## config.mk

```make
export PLATFORM = sky130hd
export DESIGN_NAME = temp_display
export DESIGN_NICKNAME = d
export VERILOG_FILES = /design/src/rtl/temp_display.sv
export SDC_FILE = /design/constraint.sdc
export NUM_CORES = 1
export LEC_CHECK = 0
export CORE_ASPECT_RATIO = 1.1
export CORE_MARGIN = 3
export CORE_UTILIZATION = 45
export CTS_CLUSTER_DIAMETER = 80
export DETAILED_ROUTE_END_ITERATION = 10
export GPL_TIMING_DRIVEN = 0
export PLACE_DENSITY_LB_ADDON = 0.15
export RECOVER_POWER = 25
export SYNTH_ARGS = -nofsm -noshare
export SYNTH_HDL_FRONTEND = slang
export SYNTH_SLANG_ARGS = --single-unit
```

## constraint.sdc

```tcl
create_clock -name clk -period 2.1 [get_ports clk]
set_input_delay 0.42 -clock clk [delete_from_list [all_inputs] [get_ports clk]]
set_output_delay 0.42 -clock clk [all_outputs]
set_load 0.01 [all_outputs]
```

## src/rtl/temp_display.sv

```systemverilog
// temp_display: sign-magnitude temperature to 4-digit multiplexed 7-segment display.
// A sequential double-dabble engine converts the 8-bit magnitude to three BCD
// digits; results are latched atomically into display registers that a free
// running scanner multiplexes onto a common-anode display (active-low an/seg).
module temp_display #(
    parameter int SCAN_DIV = 50000
) (
    input  logic       clk,
    input  logic       rst,
    input  logic [8:0] temp_in,
    input  logic       update,
    output logic       busy,
    output logic       valid,
    output logic [3:0] an,
    output logic [6:0] seg
);

    localparam int CNT_W = (SCAN_DIV > 1) ? $clog2(SCAN_DIV) : 1;
    localparam logic [CNT_W-1:0] SCAN_LAST = CNT_W'(SCAN_DIV - 1);
    // Digit code reserved for a blanked digit.
    localparam logic [3:0] DIG_BLANK = 4'hF;
    localparam logic [6:0] SEG_BLANK = 7'b1111111;
    localparam logic [6:0] SEG_MINUS = 7'b0111111;

    typedef enum logic [1:0] {
        IDLE    = 2'd0,
        CONVERT = 2'd1,
        LOAD    = 2'd2
    } state_t;

    state_t           r_state;
    logic             r_sign;
    logic [7:0]       r_mag;
    logic [11:0]      r_bcd;
    logic [2:0]       r_bit_cnt;
    logic             r_pend;
    logic [8:0]       r_pend_val;
    logic             r_valid;
    logic             r_disp_sign;
    logic [3:0]       r_disp_h;
    logic [3:0]       r_disp_t;
    logic [3:0]       r_disp_o;
    logic [CNT_W-1:0] r_scan_cnt;
    logic [1:0]       r_digit;
    logic [3:0]       r_an;
    logic [6:0]       r_seg;

    logic [11:0]      w_bcd_adj;
    logic [11:0]      w_bcd_shift;
    logic [7:0]       w_mag_shift;
    logic [3:0]       w_dig_sel;
    logic [6:0]       w_seg_sel;

    // Add-3 correction on every BCD nibble that would overflow when doubled.
    genvar gi;
    generate
        for (gi = 0; gi < 3; gi++) begin : g_adj
            assign w_bcd_adj[gi*4 +: 4] = (r_bcd[gi*4 +: 4] >= 4'd5) ?
                                          (r_bcd[gi*4 +: 4] + 4'd3) :
                                          r_bcd[gi*4 +: 4];
        end
    endgenerate

    assign {w_bcd_shift, w_mag_shift} = {w_bcd_adj, r_mag} << 1;

    // A request is outstanding whenever the engine is active or one is queued.
    assign busy  = (r_state != IDLE) | r_pend;
    assign valid = r_valid;
    assign an    = r_an;
    assign seg   = r_seg;

    // Conversion FSM: capture, eight shift-add-3 steps, then atomic display load.
    always_ff @(posedge clk or negedge rst) begin
        if (!rst) begin
            r_state     <= IDLE;
            r_sign      <= 1'b0;
            r_mag       <= '0;
            r_bcd       <= '0;
            r_bit_cnt   <= '0;
            r_pend      <= 1'b0;
            r_pend_val  <= '0;
            r_valid     <= 1'b0;
            r_disp_sign <= 1'b0;
            r_disp_h    <= DIG_BLANK;
            r_disp_t    <= DIG_BLANK;
            r_disp_o    <= DIG_BLANK;
        end else begin
            case (r_state)
                IDLE: begin
                    if (update) begin
                        r_sign    <= temp_in[8];
                        r_mag     <= temp_in[7:0];
                        r_bcd     <= '0;
                        r_bit_cnt <= '0;
                        r_state   <= CONVERT;
                    end
                end
                CONVERT: begin
                    r_bcd     <= w_bcd_shift;
                    r_mag     <= w_mag_shift;
                    r_bit_cnt <= r_bit_cnt + 3'd1;
                    if (r_bit_cnt == 3'd7) begin
                        r_state <= LOAD;
                    end
                    if (update) begin
                        r_pend     <= 1'b1;
                        r_pend_val <= temp_in;
                    end
                end
                LOAD: begin
                    // Leading-zero blanking; a zero magnitude never shows a minus.
                    r_disp_sign <= r_sign && (r_bcd != 12'd0);
                    r_disp_h    <= (r_bcd[11:8] == 4'd0) ? DIG_BLANK : r_bcd[11:8];
                    r_disp_t    <= (r_bcd[11:4] == 8'd0) ? DIG_BLANK : r_bcd[7:4];
                    r_disp_o    <= r_bcd[3:0];
                    r_valid     <= 1'b1;
                    r_bcd       <= '0;
                    r_bit_cnt   <= '0;
                    // An update on this edge is the newest request and wins.
                    if (update) begin
                        r_sign  <= temp_in[8];
                        r_mag   <= temp_in[7:0];
                        r_pend  <= 1'b0;
                        r_state <= CONVERT;
                    end else if (r_pend) begin
                        r_sign  <= r_pend_val[8];
                        r_mag   <= r_pend_val[7:0];
                        r_pend  <= 1'b0;
                        r_state <= CONVERT;
                    end else begin
                        r_state <= IDLE;
                    end
                end
                default: r_state <= IDLE;
            endcase
        end
    end

    // Scan timer: each digit slot lasts SCAN_DIV cycles, digits rotate 0..3.
    always_ff @(posedge clk or negedge rst) begin
        if (!rst) begin
            r_scan_cnt <= '0;
            r_digit    <= 2'd0;
        end else begin
            if (r_scan_cnt == SCAN_LAST) begin
                r_scan_cnt <= '0;
                r_digit    <= r_digit + 2'd1;
            end else begin
                r_scan_cnt <= r_scan_cnt + 1'b1;
            end
        end
    end

    // Select the digit code for the active slot.
    always_comb begin
        w_dig_sel = DIG_BLANK;
        case (r_digit)
            2'd0:    w_dig_sel = r_disp_o;
            2'd1:    w_dig_sel = r_disp_t;
            2'd2:    w_dig_sel = r_disp_h;
            default: w_dig_sel = DIG_BLANK;
        endcase
    end

    // Segment decode, with the sign slot and the pre-first-result state handled.
    always_comb begin
        w_seg_sel = SEG_BLANK;
        if (r_valid) begin
            if (r_digit == 2'd3) begin
                w_seg_sel = r_disp_sign ? SEG_MINUS : SEG_BLANK;
            end else begin
                case (w_dig_sel)
                    4'd0:    w_seg_sel = 7'b1000000;
                    4'd1:    w_seg_sel = 7'b1111001;
                    4'd2:    w_seg_sel = 7'b0100100;
                    4'd3:    w_seg_sel = 7'b0110000;
                    4'd4:    w_seg_sel = 7'b0011001;
                    4'd5:    w_seg_sel = 7'b0010010;
                    4'd6:    w_seg_sel = 7'b0000010;
                    4'd7:    w_seg_sel = 7'b1111000;
                    4'd8:    w_seg_sel = 7'b0000000;
                    4'd9:    w_seg_sel = 7'b0010000;
                    default: w_seg_sel = SEG_BLANK;
                endcase
            end
        end
    end

    // Registered display drive so anode and segments switch together.
    always_ff @(posedge clk or negedge rst) begin
        if (!rst) begin
            r_an  <= 4'b1111;
            r_seg <= SEG_BLANK;
        end else begin
            r_an  <= ~(4'b0001 << r_digit);
            r_seg <= w_seg_sel;
        end
    end

endmodule

```

==> metrics <==
status=complete, no violations; Antenna Nets Post-Route=0; post-DR vias/cell=5.29; Starting Density=47.0%; RD Place Congestion=0.772; Layout fillers=slightly below 800; detailed-router iteration count before antenna repair=4; min-delay worst type=in2reg; fin crit share=94.9%; total congestion overflow=0; RSZ-0062 raised after global routing=false; sequential area share after synthesis=between 50 and 60%; total CTS buffers=9; Overall Global Routing Usage=15.5%; PD cells=1060 nW/um^2; DP Area=4390 sq um; ANT cells=0; DRC viols=0; final WL=7290 um; Mapped Area=about 4000 sq um; share of layout cells above drive strength 1=around 17%; I/O pin total=25; Post-Syn Nets=420; final setup fails=0; worst r2r path cells=7; r2r startpoint=r_digit[1]; Syn Area/Cell=~10 sq um; DIE AREA=10,000 sq um; FMAX=502 MHz; clk sinks=79; via count=2,859; r2r setup slk=0.20 ns; Crit Path Category=reg2out; largest net degree at the start of global routing=58; CP Max Fanout=5; normalized max-slew margin=48.0%; antenna violations before repair=0; Worst VDD drop=0.557 mV; Syn Inst Count=approximately 390; pre-CTS setup slack=around 0.14 ns; Final nets=458; DP HPWL=5170 um; min Tclk post-route=1.99 ns; Core Box Area=about 8500 sq um; vias in the first global route=2,756; crit path to=busy; Yosys Warn Count=0; terminus of the critical flop-to-flop path=seg[6]; Max Slew Vio Count=0; first-pass GRT wire length=about 12,000 um; asr flop ratio synth=100%; Iteration-0 DRC Markers=144; Worst setup EP type=output pin; Synth Flop Type=dfrtp_1; CP startpoint kind=flip-flop; Tightest Pin Transition=0.779 ns; Clock H-tree levels=3; max cap viols=0; Yosys cell types=49; worst skew pair latency=0.35 ns; EDFF count, synth=0; CTS root buf=clkbuf_8; clk_skew=0.00827 ns; Die H=105 um; port bufs=23; Die Width=95.9 um; WL per Instance=13.5 um; row cnt=35; CTS max path bufs=2; post-synthesis register bit count=79; crit path launch=r_state[0]; WP data arrival=1.57 ns; P&R area growth vs syn=16.3%; WP data required=1.68 ns; Worst-path clk slew=around 0.080 ns; final non-filler cell area=between 4000 and 5000 sq um; Lkg Pwr=approximately 2.1 nW; Final Hold Violating Endpoints=0; setup ws final=0.108 ns; CTS tree=yes
## per-layer routing
metal | track usage, % | up-vias | wire [um]
met5 | 0 | - | 0
met4 | 5.89 | 0 | 114
met3 | 2.66 | 9 | 187
met2 | 24.1 | 44 | 3390
met1 | 21.4 | 1386 | 3590
li1 | - | 1420 | -
## state kept, by name (all words and copies together) (netlist names), 3 cells and up
register	flops
seg	7
r_mag	8
r_disp_o	4
an	4
r_bcd	12
r_bit_cnt	3
r_disp_t	4
r_pend_val	9
r_disp_h	4
r_scan_cnt	16
## worst min-delay path by stage
stage	endpoint	slack, ns	startpoint	cells past startpoint
floorplan	r_bcd[0]	0.12	rst	0
global placement	r_sign	0.47	r_sign	2
detailed placement	r_bcd[9]	0.34	rst	1
CTS	r_pend	0.42	update	3
global route	r_state[1]	0.46	update	4
finish	r_pend	0.42	update	3
## cell type report
class | instances | area (sq um) | share of cell area (%)
repair buffers | 27 | 260 | 5.60
plain buffers | 15 | 88.8 | 1.91
clock inverters | 3 | 46.3 | 0.996
inverters | 21 | 78.8 | 1.70
flip-flops and latches | 79 | 2010 | 43.1
clock buffers | 13 | 191 | 4.12
multi-input cells | 271 | 1840 | 39.5
well taps | 111 | 139 | 2.99
## metrics by stage
step	TNS (ns)	util, %	instances	hold slack, ns	power (W)
3_5_place_dp	0	51.7	521	0.339	0.00367
5_1_grt	0	54.7	540	0.464	0.00528
4_1_cts	0	54.8	540	0.416	0.00498
6_report	0	54.7	540	0.425	0.00494
3_3_place_gp	-155.97	51.4	520	0.466	0.00363
2_1_floorplan	0	-	386	0.124	0.00320
## report_power, final
| part | switching (W) | total, W | leakage, nW | internal [W] |
|---|---|---|---|---|
| combinational | 0.000746 | 0.00142 | 0.981 | 0.000678 |
| sequential | 0.000225 | 0.00223 | 0.959 | 0.00200 |
| clock | 0.000561 | 0.00129 | 0.116 | 0.000729 |
| total | 0.00153 | 0.00494 | 2.06 | 0.00341 |
## logic make-up after synthesis
family	after synthesis	synth area share, %
adders and majority gates	22	6.89
muxes	18	4.95
and+or+nand+nor	127	15.4
xor gates and xnor gates	19	4.16
AOI/OAI and AO/OA	85	14.2
DFF	79	50.2
buffers and inverters	36	4.20
## critical path, stage by stage, from the launching register on
cell	delay, ns
dfrtp_1	0.36
inv_1	0.09
ha_4	0.18
nand2_1	0.07
clkdlybuf4s50_1	0.53
## synthesized netlist by cell type (4+ instances only)
master / n / share of area (%)
xor2_1: 5 / 1.1
mux2_2: 14 / 3.9
mux2i_1: 4 / 1.0
nand2b_1: 9 / 1.4
a22o_1: 18 / 3.9
nor2_1: 40 / 3.8
dfstp_2: 23 / 15
nand4_1: 5 / 0.78
nor3_1: 6 / 0.75
and3_1: 4 / 0.63
nor2b_1: 5 / 0.78
a21oi_1: 25 / 3.1
nand2_1: 32 / 3.0
nand3_1: 11 / 1.4
inv_1: 21 / 2.0
o21ai_0: 16 / 2.0
xnor2_1: 14 / 3.1
buf_2: 5 / 0.63
dfrtp_1: 56 / 35
a22oi_1: 9 / 1.7
ha_1: 22 / 6.9
## placed cells by master (no fill, tap or decap), types with 6 or more instances in the layout
| cell | count |
|---|---|
| o21ai_0 | 16 |
| clkdlybuf4s50_1 | 22 |
| nor2_1 | 40 |
| dfstp_2 | 23 |
| dfrtp_1 | 56 |
| a22o_1 | 18 |
| a21oi_1 | 25 |
| nor3_1 | 6 |
| xnor2_1 | 14 |
| mux2_2 | 14 |
| nand2_1 | 31 |
| nand3_1 | 11 |
| nand2b_1 | 9 |
| clkbuf_8 | 10 |
| ha_1 | 21 |
| a22oi_1 | 9 |
| inv_1 | 21 |
## repair_timing
item | 4_1_cts | 5_1_grt
setup buffers | 2 | 0
hold endpoints to repair | 8 | 0
gates resized for setup | 0 | 3
endpoints found under the setup margin | 1 | 2
hold buffers | 1 | 0
pin swaps | 0 | 0
No activity file was read; power rests on OpenSTA's default activity.
